## config.mk

```make
export PLATFORM = sky130hd
export DESIGN_NAME = ps2_mouse_dev_flat
export DESIGN_NICKNAME = d
export VERILOG_FILES = /design/src/rtl/ps2_mouse_dev_if.sv /design/src/rtl/ps2_mouse_dev.sv /design/src/flat_wrapper.sv
export SDC_FILE = /design/constraint.sdc
export NUM_CORES = 1
export LEC_CHECK = 0
export BUFFER_PORTS_ARGS = -buffer_cell sky130_fd_sc_hd__buf_2
export CORE_MARGIN = 10
export CORE_UTILIZATION = 59
export CTS_CLUSTER_SIZE = 16
export DETAILED_ROUTE_END_ITERATION = 6
export HOLD_SLACK_MARGIN = 0.15
export PLACE_DENSITY = 0.78
export SLEW_MARGIN = 30
export SYNTH_ARGS = -nofsm -noshare
export SYNTH_HDL_FRONTEND = slang
export SYNTH_SLANG_ARGS = --single-unit
export TNS_END_PERCENT = 20
```

## constraint.sdc

```tcl
create_clock -name sysclk -period 5.5 [get_ports sysclk]
set_input_delay 1.65 -clock sysclk [delete_from_list [all_inputs] [get_ports sysclk]]
set_output_delay 1.65 -clock sysclk [all_outputs]
set_load 0.01 [all_outputs]
```

## src/rtl/ps2_mouse_dev_if.sv

```systemverilog
// Byte-level link between the PS/2 device PHY (master) and the mouse protocol engine (slave).
interface ps2_mouse_dev_if;
  logic       rx_strobe;
  logic [7:0] rx_byte;
  logic       tx_req;
  logic [7:0] tx_byte;
  logic       tx_ack;

  modport master (output rx_strobe, output rx_byte, output tx_ack, input tx_req, input tx_byte);
  modport slave  (input rx_strobe, input rx_byte, input tx_ack, output tx_req, output tx_byte);
endinterface

```

## src/rtl/ps2_mouse_dev.sv

```systemverilog
// Device-side PS/2 mouse engine: movement accumulation, host command replies and
// 3-byte stream packets, one byte at a time through the PHY handshake.
module ps2_mouse_dev #(
  parameter int REPORT_DIV = 4096,
  parameter int ACC_W      = 10
) (
  input  logic              sysclk,
  input  logic              reset_n,
  input  logic              clk_en,
  input  logic              move_strobe,
  input  logic signed [8:0] dx,
  input  logic signed [8:0] dy,
  input  logic [2:0]        buttons,
  ps2_mouse_dev_if.slave    phy,
  output logic              enabled
);
  typedef enum logic [1:0] {ST_IDLE, ST_SEND, ST_GAP} state_t;

  localparam int DIV_W = $clog2(REPORT_DIV);
  localparam logic signed [ACC_W-1:0] ACC_MAX = {1'b0, {(ACC_W-1){1'b1}}};
  localparam logic signed [ACC_W-1:0] ACC_MIN = {1'b1, {(ACC_W-1){1'b0}}};
  localparam logic signed [ACC_W-1:0] REP_MAX = ACC_W'(255);
  localparam logic signed [ACC_W-1:0] REP_MIN = ACC_W'(-256);

  state_t                  state_reg, state_next;
  logic [7:0]              tx_byte_reg, tx_byte_next;
  logic [7:0]              q_reg [4];
  logic [7:0]              q_next [4];
  logic [2:0]              q_cnt_reg, q_cnt_next;
  logic                    enabled_reg, enabled_next;
  logic                    arg_wait_reg, arg_wait_next;
  logic                    boot_reg;
  logic [2:0]              btn_reg, btn_next;
  logic [DIV_W-1:0]        div_reg, div_next;
  logic signed [ACC_W-1:0] acc_reg [2];
  logic signed [ACC_W-1:0] acc_next [2];
  logic signed [8:0]       delta [2];
  logic                    ovr [2];
  logic [8:0]              rep [2];

  logic [7:0] resp [4];
  logic [2:0] resp_cnt;
  logic [7:0] src_q [4];
  logic [2:0] src_cnt;
  logic [7:0] pop_q [4];
  logic [7:0] pkt0, pkt1, pkt2;
  logic       cmd_clear, snap_cmd, pkt_fire, tick, acc_clear;

  function automatic logic signed [ACC_W-1:0] sat_add(input logic signed [ACC_W-1:0] a,
                                                      input logic signed [8:0] d);
    logic signed [ACC_W:0] s;
    s = $signed({a[ACC_W-1], a}) + $signed({{(ACC_W-8){d[8]}}, d});
    if (s[ACC_W] != s[ACC_W-1]) return s[ACC_W] ? ACC_MIN : ACC_MAX;
    return s[ACC_W-1:0];
  endfunction

  assign delta[0]  = dx;
  assign delta[1]  = dy;
  assign tick      = (div_reg == DIV_W'(REPORT_DIV - 1));
  assign div_next  = tick ? '0 : div_reg + 1'b1;
  assign acc_clear = cmd_clear | snap_cmd | pkt_fire;
  assign btn_next  = (snap_cmd | pkt_fire) ? buttons : btn_reg;

  // Per axis: clamp to the 9-bit packet range and fold in this cycle's move after any clear,
  // so a move landing on a snapshot cycle survives in the fresh accumulator.
  for (genvar gi = 0; gi < 2; gi++) begin : g_axis
    assign ovr[gi] = (acc_reg[gi] > REP_MAX) || (acc_reg[gi] < REP_MIN);
    assign rep[gi] = (acc_reg[gi] > REP_MAX) ? 9'h0FF :
                     (acc_reg[gi] < REP_MIN) ? 9'h100 : acc_reg[gi][8:0];
    assign acc_next[gi] = sat_add(acc_clear ? '0 : acc_reg[gi],
                                  move_strobe ? delta[gi] : 9'sd0);
  end

  assign pkt0 = {ovr[1], ovr[0], rep[1][8], rep[0][8], 1'b1, buttons};
  assign pkt1 = rep[0][7:0];
  assign pkt2 = rep[1][7:0];

  assign pkt_fire = boot_reg && tick && enabled_reg && (q_cnt_reg == 3'd0) &&
                    (state_reg == ST_IDLE) && !arg_wait_reg && !phy.rx_strobe &&
                    ((acc_reg[0] != '0) || (acc_reg[1] != '0) || (buttons != btn_reg));

  for (genvar gi = 0; gi < 3; gi++) begin : g_pop
    assign pop_q[gi] = src_q[gi+1];
  end
  assign pop_q[3] = 8'h00;

  // Command decode and selection of what the queue holds this cycle (a command replaces it).
  always_comb begin
    resp          = '{default: 8'h00};
    resp_cnt      = 3'd0;
    enabled_next  = enabled_reg;
    arg_wait_next = arg_wait_reg;
    cmd_clear     = 1'b0;
    snap_cmd      = 1'b0;
    if (phy.rx_strobe) begin
      resp[0]  = 8'hFA;
      resp_cnt = 3'd1;
      if (arg_wait_reg) begin
        arg_wait_next = 1'b0;
      end else begin
        case (phy.rx_byte)
          8'hFF: begin
            resp[1] = 8'hAA; resp[2] = 8'h00; resp_cnt = 3'd3;
            enabled_next = 1'b0; cmd_clear = 1'b1;
          end
          8'hF6, 8'hF5: begin enabled_next = 1'b0; cmd_clear = 1'b1; end
          8'hF4:        begin enabled_next = 1'b1; cmd_clear = 1'b1; end
          8'hF2:        begin resp[1] = 8'h00; resp_cnt = 3'd2; end
          8'hE8, 8'hF3: arg_wait_next = 1'b1;
          8'hEB: begin
            resp[1] = pkt0; resp[2] = pkt1; resp[3] = pkt2; resp_cnt = 3'd4;
            snap_cmd = 1'b1;
          end
          8'hE6, 8'hE7, 8'hEA, 8'hF0: ;
          default: resp[0] = 8'hFE;
        endcase
      end
    end

    if (phy.rx_strobe) begin
      src_q = resp; src_cnt = resp_cnt;
    end else if (!boot_reg) begin
      src_q = '{8'hAA, 8'h00, 8'h00, 8'h00}; src_cnt = 3'd2;
    end else if (pkt_fire) begin
      src_q = '{pkt0, pkt1, pkt2, 8'h00}; src_cnt = 3'd3;
    end else begin
      src_q = q_reg; src_cnt = q_cnt_reg;
    end
  end

  // Transmit FSM: the head byte is moved into tx_byte when sending starts, so a replacing
  // command only ever touches bytes that have not gone out yet.
  always_comb begin
    state_next   = state_reg;
    tx_byte_next = tx_byte_reg;
    q_next       = src_q;
    q_cnt_next   = src_cnt;
    case (state_reg)
      ST_SEND: if (phy.tx_ack) state_next = ST_GAP;
      default: begin
        if (src_cnt != 3'd0) begin
          tx_byte_next = src_q[0];
          q_next       = pop_q;
          q_cnt_next   = src_cnt - 3'd1;
          state_next   = ST_SEND;
        end else begin
          state_next = ST_IDLE;
        end
      end
    endcase
  end

  always_ff @(posedge sysclk or negedge reset_n) begin
    if (!reset_n) begin
      state_reg    <= ST_IDLE;
      tx_byte_reg  <= 8'h00;
      q_cnt_reg    <= 3'd0;
      enabled_reg  <= 1'b0;
      arg_wait_reg <= 1'b0;
      boot_reg     <= 1'b0;
      btn_reg      <= 3'b000;
      div_reg      <= '0;
      for (int i = 0; i < 4; i++) q_reg[i] <= 8'h00;
      for (int i = 0; i < 2; i++) acc_reg[i] <= '0;
    end else if (clk_en) begin
      state_reg    <= state_next;
      tx_byte_reg  <= tx_byte_next;
      q_reg        <= q_next;
      q_cnt_reg    <= q_cnt_next;
      enabled_reg  <= enabled_next;
      arg_wait_reg <= arg_wait_next;
      boot_reg     <= 1'b1;
      btn_reg      <= btn_next;
      div_reg      <= div_next;
      acc_reg      <= acc_next;
    end
  end

  assign phy.tx_req  = (state_reg == ST_SEND);
  assign phy.tx_byte = tx_byte_reg;
  assign enabled     = enabled_reg;
endmodule

```

## src/flat_wrapper.sv

```systemverilog
// flat-port wrapper written by rule: the top's interface ports become plain ports
module ps2_mouse_dev_flat 
#(
  parameter int REPORT_DIV = 4096,
  parameter int ACC_W      = 10
)
  (sysclk, reset_n, clk_en, move_strobe, dx, dy, buttons, enabled, phy_rx_strobe, phy_rx_byte, phy_tx_ack, phy_tx_req, phy_tx_byte);
  ps2_mouse_dev_if phy_i ();
  input  logic sysclk;
  input  logic reset_n;
  input  logic clk_en;
  input  logic move_strobe;
  input  logic signed [8:0] dx;
  input  logic signed [8:0] dy;
  input  logic [2:0] buttons;
  output logic enabled;
  input wire logic [$bits(phy_i.rx_strobe)-1:0] phy_rx_strobe;
  input wire logic [$bits(phy_i.rx_byte)-1:0] phy_rx_byte;
  input wire logic [$bits(phy_i.tx_ack)-1:0] phy_tx_ack;
  output wire logic [$bits(phy_i.tx_req)-1:0] phy_tx_req;
  output wire logic [$bits(phy_i.tx_byte)-1:0] phy_tx_byte;
  assign phy_i.rx_strobe = phy_rx_strobe;
  assign phy_i.rx_byte = phy_rx_byte;
  assign phy_i.tx_ack = phy_tx_ack;
  assign phy_tx_req = phy_i.tx_req;
  assign phy_tx_byte = phy_i.tx_byte;
  ps2_mouse_dev #(.REPORT_DIV(REPORT_DIV), .ACC_W(ACC_W)) u_core (.sysclk(sysclk), .reset_n(reset_n), .clk_en(clk_en), .move_strobe(move_strobe), .dx(dx), .dy(dy), .buttons(buttons), .phy(phy_i), .enabled(enabled));
endmodule
```

==> flow_summary_export.csv, run 1 <==
group,metric,value,unit
timing,finalHoldViolCount,0,
critical_path,worstSetupStartpointType,"input port",
cts,ctsRootBufferMaster,"clkbuf_8",
detailed_routing,drt_first_iter_violations,577,
placed_design,place.gp.congestion,0.908,
detailed_routing,drt_wl_total,15700,um
finish,layout_common_cells,"83 x dfrtp_1, 60 x a21oi_1, 59 x nor2_1",
timing,finalClockSkew,0.0101,ns
finish,fillers,839,
timing,fin_crit_sh,91.2,%
timing,slew_viol_final,0,
critical_path,r2r-start,"u_core.acc_reg[9]",
die,fp-row-count,36,
detailed_routing,wl_per_cell,18.7,um
grt,use_met1,27.6,%
critical_path,arrival,5.26,ns
critical_path,path_depth,15,
yosys,async_flop_share,100,%
min_path,worstHoldPathType,"flip-flop to flip-flop",
critical_path,reg2reg_slack,1.02,ns
critical_path,slowest_delay,0.54,ns
detailed_routing,ant_nets,0,
detailed_routing,vias,5407,
yosys,syn_nets,745,
yosys,synth_area,0.00604,mm2
cts,numCtsBuffers,9,
timing,relSlewSlack,39.5,%
cts,ctsHoldBuffers,0,
critical_path,crit_fanout,19,
yosys,synth-seq-area-share,34.4,%
yosys,synth_edf_count,0,
run_status,status,"finished, final reports clean",
detailed_routing,avgViaCountPerCell,6.44,
cts,insertion_delay,0.36,ns
yosys,netlist_top_cells_area,"dfrtp_1 34%, a21oi_1 5.0%, ha_1 5.0%",
cts,htreeDepth,3,
power,power,3.11,mW
detailed_routing,drc_errors,0,
die,core_region_area,0.00986,mm2
grt,grt_max_degree,84,
placed_design,dp_hpwl,11100,um
finish,fin_util,65.7,%
timing,fmax,0.199,GHz
grt,grt_overflow,0,
critical_path,reg2reg_to,"u_core.acc_reg[14]",
yosys,netlist_instances,684,
cts,cts_tree,"built",
finish,final_layout_size_suffix_gt1_share,14.9,%
grt,gr-max-usage-layer,"met2",
yosys,ys_types,79,
critical_path,crit_path_top_delay_cell,"o41ai_1",
timing,hold_ws,0.481,ns
critical_path,crit_family,"compound AO/OA/AOI/OAI gates",
cts,clockBufferDepth,2,
cts,clkTransAtPathRegs,0.08,ns
yosys,yosysWarnings,0,
timing,tightest_slew,0.905,ns
die,num_io_pins,45,
die,die_area,0.0147,mm2
yosys,synth_flop_cell,"dfrtp_1",
grt,met3_usage,4.47,%
finish,area_growth,7.22,%
placed_design,portBuffers,44,
detailed_routing,firstDrtPassIters,5,
critical_path,worst_ep_required_time,5.74,ns
yosys,syn_area_per_cell,8.84,um2
finish,final_nets,763,
grt,antenna_found_initial,0,
yosys,yosysTopAreaCell,"dfrtp_1",
critical_path,critPathKind,"input port to flip-flop",
finish,finalNonFillerCells,840,
critical_path,worstPathCellList,"buf_2 > nor2b_1 > and3_1 > nand3_1 > nand2_1 > nor2_4 > and2_1 > ha_1 > fa_1 > a21oi_1 > o211ai_1 > o41ai_1 > o221ai_2 > o21ai_0 > o2bb2ai_1",
yosys,synth-seq-cells,83,
grt,grt_pass1_wl,26100,um
timing,setup_viol,0,
die,die_y,121,um
job,timing.max_cap.violations,0,
yosys,synth_top_area_share,34.4,%
cts,ctsResizeCount,0,
finish,largest_reg_flops,32,
finish,final_common_cell,"dfrtp_1",
grt,grt_pass1_vias,5293,
placed_design,place_inst,824,
cts,cts_setup_buffers,0,
finish,n_antenna_cell,0,
timing,rsz0062_at_grt,"no",
critical_path,cp.buffers_inverters,1,
grt,grt_util_met2,34.6,%
critical_path,crit_start,"phy_rx_strobe",
timing,period_minus_slack,5.01,ns
cts,cts.sinks,83,
critical_path,rr_worst_depth,13,
critical_path,endpoint,"u_core.acc_reg[12]",
critical_path,setup.worst_path.end_class,"flip-flop",
grt,grt_use_total,21.3,%
die,die_w,121,um
power,vdd_drop_max,280,uV
power,p_leak,2.78,nW
die,start_util,61.3,%
power,power_density,480,mW/mm2
[layer usage]
metal,vias up,part of all wire (%),routed length (um)
met1,2641,45,7010
li1,2570,-,-
met5,-,0,0
met2,169,47,7400
met4,0,2.3,361
met3,27,5.8,905
[cells in the mapped netlist, types with 7 or more instances]
cell / instances
dfrtp_1: 83
a21oi_1: 60
nor2_1: 60
nand2_1: 56
and2_1: 44
clkbuf_1: 32
o21ai_0: 32
ha_1: 24
o2bb2ai_1: 20
xnor2_1: 20
nor3_1: 18
nand3_1: 15
o32ai_1: 15
mux2i_1: 12
inv_1: 11
a21o_1: 10
nor2b_1: 9
mux2_2: 8
o211ai_1: 8
xor2_1: 8
a211oi_1: 7
nand2b_1: 7
nand4_1: 7
[stage by stage]
step / instance area, um2 / setup TNS, ns / setup WS [ns]
finish: 6480 / 0 / 0.486
global route: 6480 / 0 / 0.187
CTS: 6470 / 0 / 0.357
detailed placement: 6270 / -0.00195 / -0.00195
global placement: 6260 / 0 / 0.203
floorplan: 6040 / 0 / 0.448
[cell families after synthesis]
family | after synthesis | share of synthesized area [%]
AO/OA/AOI/OAI | 211 | 25.0
buffers and inverters | 56 | 4.41
multiplexers | 22 | 3.97
adder cells (fa/ha/maj) | 29 | 6.15
AND/OR/NAND/NOR | 255 | 22.0
XOR/XNOR | 28 | 4.06
flip-flops | 83 | 34.4
[worst min path at each step]
| stage | from | endpoint | slack [ns] | cells after the start |
|---|---|---|---|---|
| after floorplan | u_core.div_reg[4] | u_core.div_reg[4] | 0.45 | 1 |
| after global placement | u_core.div_reg[4] | u_core.div_reg[4] | 0.46 | 1 |
| after detailed placement | u_core.div_reg[4] | u_core.div_reg[4] | 0.46 | 1 |
| after CTS | u_core.div_reg[4] | u_core.div_reg[4] | 0.48 | 1 |
| after global routing | u_core.div_reg[4] | u_core.div_reg[4] | 0.51 | 1 |
| final | u_core.div_reg[4] | u_core.div_reg[4] | 0.48 | 1 |
[worst reg2reg max path: cells and delay by family (launching register included)]
family,cells,cell delay (ns)
DFF,1,0.49
adders and majority gates,1,0.25
and+or+nand+nor,7,2.30
AOI/OAI and AO/OA,5,1.35
[where the power goes]
| group | switching (mW) | leakage (nW) | internal [mW] |
|---|---|---|---|
| Sequential | 0.204 | 1.02 | 0.830 |
| Clock | 0.219 | 0.106 | 0.234 |
| Combinational | 0.962 | 1.66 | 0.660 |
| Total | 1.38 | 2.78 | 1.72 |
[area by class of cell]
cell class | instances | area [um2] | share of cell area, %
sequential | 83 | 2080 | 32.0
timing repair buffer | 51 | 279 | 4.31
inverter | 12 | 45.0 | 0.695
tap | 133 | 166 | 2.57
multi-input combinational | 545 | 3710 | 57.2
clock buffer | 12 | 155 | 2.39
clock inverter | 4 | 48.8 | 0.753
Power figures use the tool's default switching activity.
==> run 2, diff against run 1 <==
Settings changed: CTS_CLUSTER_SIZE 16 to not set, REMOVE_ABC_BUFFERS set to 1.
==> run 2 against run 1 <==
- register-to-register slack better by 0.23 ns
- largest power group unchanged
- core utilization shrank 0.10 points
- first-iteration DRC count is 2.3% lower
- via count shrank 0.43%
- highest routed layer unchanged
- sequential share of layout area hardly changed
- die area unchanged
- clock-buffer cell count decreased by 1
==> flow_summary_export.csv, run 2 (same netlist as run 1, synthesis figures left out) <==
group,metric,value,unit
power,clkPwrFrac,13.9,%
detailed_routing,firstDrtPassIters,5,
critical_path,critPathKind,"input port to flip-flop",
finish,finalNonFillerCells,840,
cts,clockBufferDepth,2,
die,fp-row-count,36,
power,power.share.sequential,33.6,%
timing,fmax,0.201,GHz
timing,period_minus_slack,4.97,ns
critical_path,setup.worst_path.end_class,"flip-flop",
die,start_util,61.3,%
cts,ctsResizeCount,0,
min_path,worstHoldPathType,"flip-flop to flip-flop",
timing,slew_viol_final,0,
timing,finalClockSkew,0.0113,ns
power,swShare,44.2,%
cts,ctsRootBufferMaster,"clkbuf_8",
power,switching_power,1.35,mW
finish,final_layout_size_suffix_gt1_share,14.6,%
cts,htreeDepth,3,
power,comb_power_share,52.5,%
placed_design,place_ws,0.0298,ns
power,power_density,473,mW/mm2
critical_path,arrival,5.21,ns
finish,multi_input_area,0.00371,mm2
finish,area.sequential,0.00208,mm2
timing,tightest_slew,0.831,ns
critical_path,crit_path_top_delay_cell,"o41ai_1",
finish,final_nets,765,
power,p_leak,2.78,nW
detailed_routing,avgViaCountPerCell,6.41,
die,core_region_area,0.00986,mm2
detailed_routing,drt_wl_total,15600,um
cts,cts.sinks,83,
detailed_routing,drc_errors,0,
placed_design,place.gp.congestion,0.986,
detailed_routing,drt_first_iter_violations,564,
grt,grt_pass1_wl,25900,um
detailed_routing,ant_nets,0,
die,die_y,121,um
job,timing.max_cap.violations,0,
finish,largest_reg_flops,32,
finish,fillers,821,
finish,fin_util,65.6,%
power,vdd_drop_max,270,uV
critical_path,crit_fanout,19,
cts,insertion_delay,0.35,ns
grt,grt_overflow,0,
placed_design,dp_hpwl,11100,um
detailed_routing,vias,5384,
timing,finalHoldViolCount,0,
finish,n_antenna_cell,0,
critical_path,worstSetupStartpointType,"input port",
critical_path,worst_ep_required_time,5.74,ns
grt,antenna_found_initial,0,
finish,final_area,0.00647,mm2
detailed_routing,wl_per_cell,18.6,um
grt,grt_pass1_vias,5291,
cts,clkTransAtPathRegs,0.08,ns
critical_path,worstPathCellList,"buf_2 > nor2b_1 > and3_1 > nand3_1 > nand2_1 > nor2_4 > and2_1 > ha_1 > fa_1 > a21oi_1 > o211ai_1 > o41ai_1 > o221ai_2 > o21ai_0 > o2bb2ai_1",
finish,final_common_cell,"dfrtp_1",
power,p_int,1.71,mW
die,num_io_pins,45,
grt,grt_use_total,21.1,%
finish,area_growth,7.06,%
cts,cts_setup_buffers,0,
finish,layout_common_cells,"83 x dfrtp_1, 60 x a21oi_1, 60 x nor2_1",
run_status,status,"finished, final reports clean",
placed_design,place_inst,826,
cts,cts_tree,"built",
critical_path,slowest_delay,0.49,ns
timing,rsz0062_at_grt,"no",
placed_design,portBuffers,44,
timing,setup_viol,0,
die,die_w,121,um
timing,fin_crit_sh,90.4,%
die,die_area,0.0147,mm2
timing,hold_ws,0.473,ns
critical_path,reg2reg_slack,1.25,ns
grt,grt_max_degree,84,
timing,finalWorstSetupSlack,0.529,ns
timing,relSlewSlack,44.4,%
cts,ctsHoldBuffers,0,
placed_design,placed_area,0.00628,mm2
cts,numCtsBuffers,9,
==> run 2: power groups by stage <==
stage	clock (mW)	sequential [mW]	combinational (mW)
floorplan	0	0.982	1.20
detailed placement	0	1.04	1.58
CTS	0.428	1.03	1.58
finish	0.426	1.03	1.61
global placement	0	1.02	1.54
global route	0.455	1.06	1.80
==> run 2: worst max-delay path: cells and delay by family <==
family | cells | cell delay [ns]
AO/OA/AOI/OAI | 6 | 1.61
buffers and inverters | 1 | 0.19
AND/OR/NAND/NOR | 6 | 1.14
adder cells (fa/ha/maj) | 2 | 0.61
==> run 2: final timing paths <==
check                                    from                  to  cells past startpoint
min in group asynchronous             reset_n  u_core.acc_reg[13]                      1
max in group asynchronous             reset_n   u_core.acc_reg[7]                      1
hold / removal              u_core.div_reg[4]   u_core.div_reg[4]                      1
setup reg to reg           u_core.acc_reg[16]   u_core.acc_reg[1]                     13
hold reg to reg             u_core.div_reg[4]   u_core.div_reg[4]                      1
setup / recovery                phy_rx_strobe  u_core.acc_reg[18]                     15
==> run 2: cell type report <==
class                           count  area share (%)
Inverter                           12           0.696
Multi-Input combinational cell    545            57.3
Tap cell                          133            2.57
Clock buffer                       11            2.18
Clock inverter                      3           0.619
Timing Repair Buffer               53            4.54
Sequential cell                    83            32.1
==> run 2: per-layer routing <==
metal  share of wire [%]  wire, um  track usage [%]  up-vias
met3                 7.1      1100             3.72       21
met2                  50      7760             35.8      198
met5                   0         0                0        -
met4                 1.3       209             5.59        0
li1                    -         -                -     2577
met1                  42      6530             27.1     2588
==> run 2: metrics by stage <==
step                power (mW)  setup TNS (ns)
floorplan                 2.18           -1.70
global placement          2.56               0
detailed placement        2.62               0
CTS                       3.04               0
global route              3.31               0
finish                    3.06               0
==> run 3, diff against run 2 <==
Settings changed: RECOVER_POWER set to 50.
==> run 3 against run 2 <==
- the run now ends with capacitance limit, slew limit left
- register-to-register slack is essentially flat
- critical endpoint unchanged
- non-clock buffer count unchanged
- setup slack is essentially flat
- global-route usage unchanged
==> flow_summary_export.csv, run 3 (same netlist as run 1, synthesis figures left out) <==
group,metric,value,unit
timing,tightest_slew,2.06,ns
finish,final_layout_size_suffix_gt1_share,14.3,%
finish,n_antenna_cell,0,
placed_design,place_inst,826,
detailed_routing,firstDrtPassIters,5,
grt,grt_use_total,21.1,%
die,die_area,0.0147,mm2
cts,htreeDepth,3,
cts,ctsResizeCount,0,
grt,grt_util_met2,35.8,%
die,start_util,61.3,%
cts,cts.sinks,83,
finish,finalNonFillerCells,840,
min_path,hold-path-cell-count,1,
timing,tns,0,ns
timing,setup_viol,0,
cts,cts_tree,"built",
die,die_w,121,um
detailed_routing,drt_wl_total,15600,um
cts,cts_setup_buffers,0,
cts,numCtsBuffers,9,
grt,met3_usage,3.72,%
run_status,violations,"capacitance limit, slew limit",
placed_design,dp_hpwl,11100,um
timing,slew_viol_final,115,
critical_path,crit_fanout,19,
timing,rsz0062_at_grt,"no",
timing,fmax,0.201,GHz
power,power_density,474,mW/mm2
die,num_io_pins,45,
min_path,min_from,"u_core.div_reg[4]",
critical_path,critPathKind,"input port to flip-flop",
die,fp-row-count,36,
finish,final_nets,765,
timing,finalClockSkew,0.0105,ns
detailed_routing,drc_errors,0,
power,power,3.06,mW
critical_path,arrival,5.22,ns
finish,area_growth,6.87,%
timing,period_minus_slack,4.97,ns
cts,insertion_delay,0.36,ns
finish,largest_reg_flops,32,
grt,antenna_found_initial,0,
finish,area.sequential,0.00208,mm2
detailed_routing,avgViaCountPerCell,6.45,
critical_path,setup.worst_path.end_class,"flip-flop",
power,vdd_drop_max,270,uV
critical_path,rr_worst_depth,13,
cts,ctsHoldBuffers,0,
critical_path,worstSetupStartpointType,"input port",
timing,finalHoldViolCount,0,
grt,gr-max-usage-layer,"met2",
cts,clockBufferDepth,2,
timing,fin_crit_sh,90.4,%
job,timing.max_cap.violations,2,
grt,use_met1,27.1,%
detailed_routing,drt_first_iter_violations,563,
finish,multi_input_area,0.00371,mm2
grt,grt_max_degree,84,
placed_design,portBuffers,44,
cts,ctsRootBufferMaster,"clkbuf_8",
grt,grt_pass1_vias,5291,
min_path,hold_end,"u_core.div_reg[4]",
detailed_routing,vias,5416,
timing,relSlewSlack,-37.1,%
cts,clkTransAtPathRegs,0.08,ns
grt,grt_pass1_wl,25900,um
finish,fillers,821,
critical_path,r2r-start,"u_core.acc_reg[16]",
grt,grt_overflow,0,
die,die_y,121,um
finish,final_common_cell,"dfrtp_1",
run_status,status,"complete, but fails checks",
detailed_routing,ant_nets,0,
min_path,worstHoldPathType,"flip-flop to flip-flop",
critical_path,worst_ep_required_time,5.74,ns
power,p_leak,2.77,nW
die,core_region_area,0.00986,mm2
finish,layout_common_cells,"83 x dfrtp_1, 60 x a21oi_1, 60 x nor2_1",
critical_path,reg2reg_slack,1.25,ns
critical_path,reg2reg_to,"u_core.acc_reg[1]",
detailed_routing,wl_per_cell,18.5,um
placed_design,place.gp.congestion,0.986,
==> run 3: critical path: stages <==
cell and delay (ns):
buf_2 0.20, nor2b_1 0.35, and3_1 0.24, nand3_1 0.11, nand2_1 0.16, nor2_4 0.11, and2_1 0.17, ha_1 0.20
fa_1 0.41, a21oi_1 0.21, o211ai_1 0.15, o41ai_1 0.49, o221ai_2 0.39, o21ai_0 0.28, o2bb2ai_1 0.09
==> run 3: area by class of cell <==
cell class	instances	area share (%)
clock buffers	11	2.19
clock inverters	3	0.620
inverters	12	0.697
multi-input cells	545	57.4
flip-flops and latches	83	32.2
well taps	133	2.58
repair buffers	53	4.38
==> run 3: where the power goes <==
group / total, mW / switching, mW / leakage (nW) / internal [mW]
registers: 1.03 / 0.200 / 1.02 / 0.830
clock network: 0.426 / 0.210 / 0.0950 / 0.216
logic: 1.60 / 0.943 / 1.66 / 0.662
total: 3.06 / 1.35 / 2.77 / 1.71
==> run 3: layer usage <==
layer / wire (um) / part of all wire (%)
met5: 0 / 0
met3: 900 / 5.8
met1: 6660 / 43
met4: 193 / 1.2
met2: 7810 / 50
==> run 3: how the worst max path moves through the flow <==
| stage | startpoint | endpoint | depth (start not counted) |
|---|---|---|---|
| 2_1_floorplan | phy_rx_strobe | u_core.acc_reg[0] | 14 |
| 3_3_place_gp | phy_rx_strobe | u_core.acc_reg[11] | 15 |
| 3_5_place_dp | phy_rx_strobe | u_core.acc_reg[18] | 15 |
| 4_1_cts | phy_rx_strobe | u_core.acc_reg[18] | 15 |
| 5_1_grt | phy_rx_strobe | u_core.acc_reg[10] | 15 |
| 6_report | phy_rx_strobe | u_core.acc_reg[18] | 15 |
==> run 3: metrics by stage <==
stage	setup slack, ns	utilization (%)	hold WS, ns	area (um2)
final	0.529	65.5	0.473	6460
after global routing	0.226	65.5	0.485	6460
after CTS	0.406	65.5	0.477	6460
after detailed placement	0.0298	63.7	0.463	6280
after global placement	0.213	63.7	0.460	6280
after floorplan	-0.156	-	0.446	5820
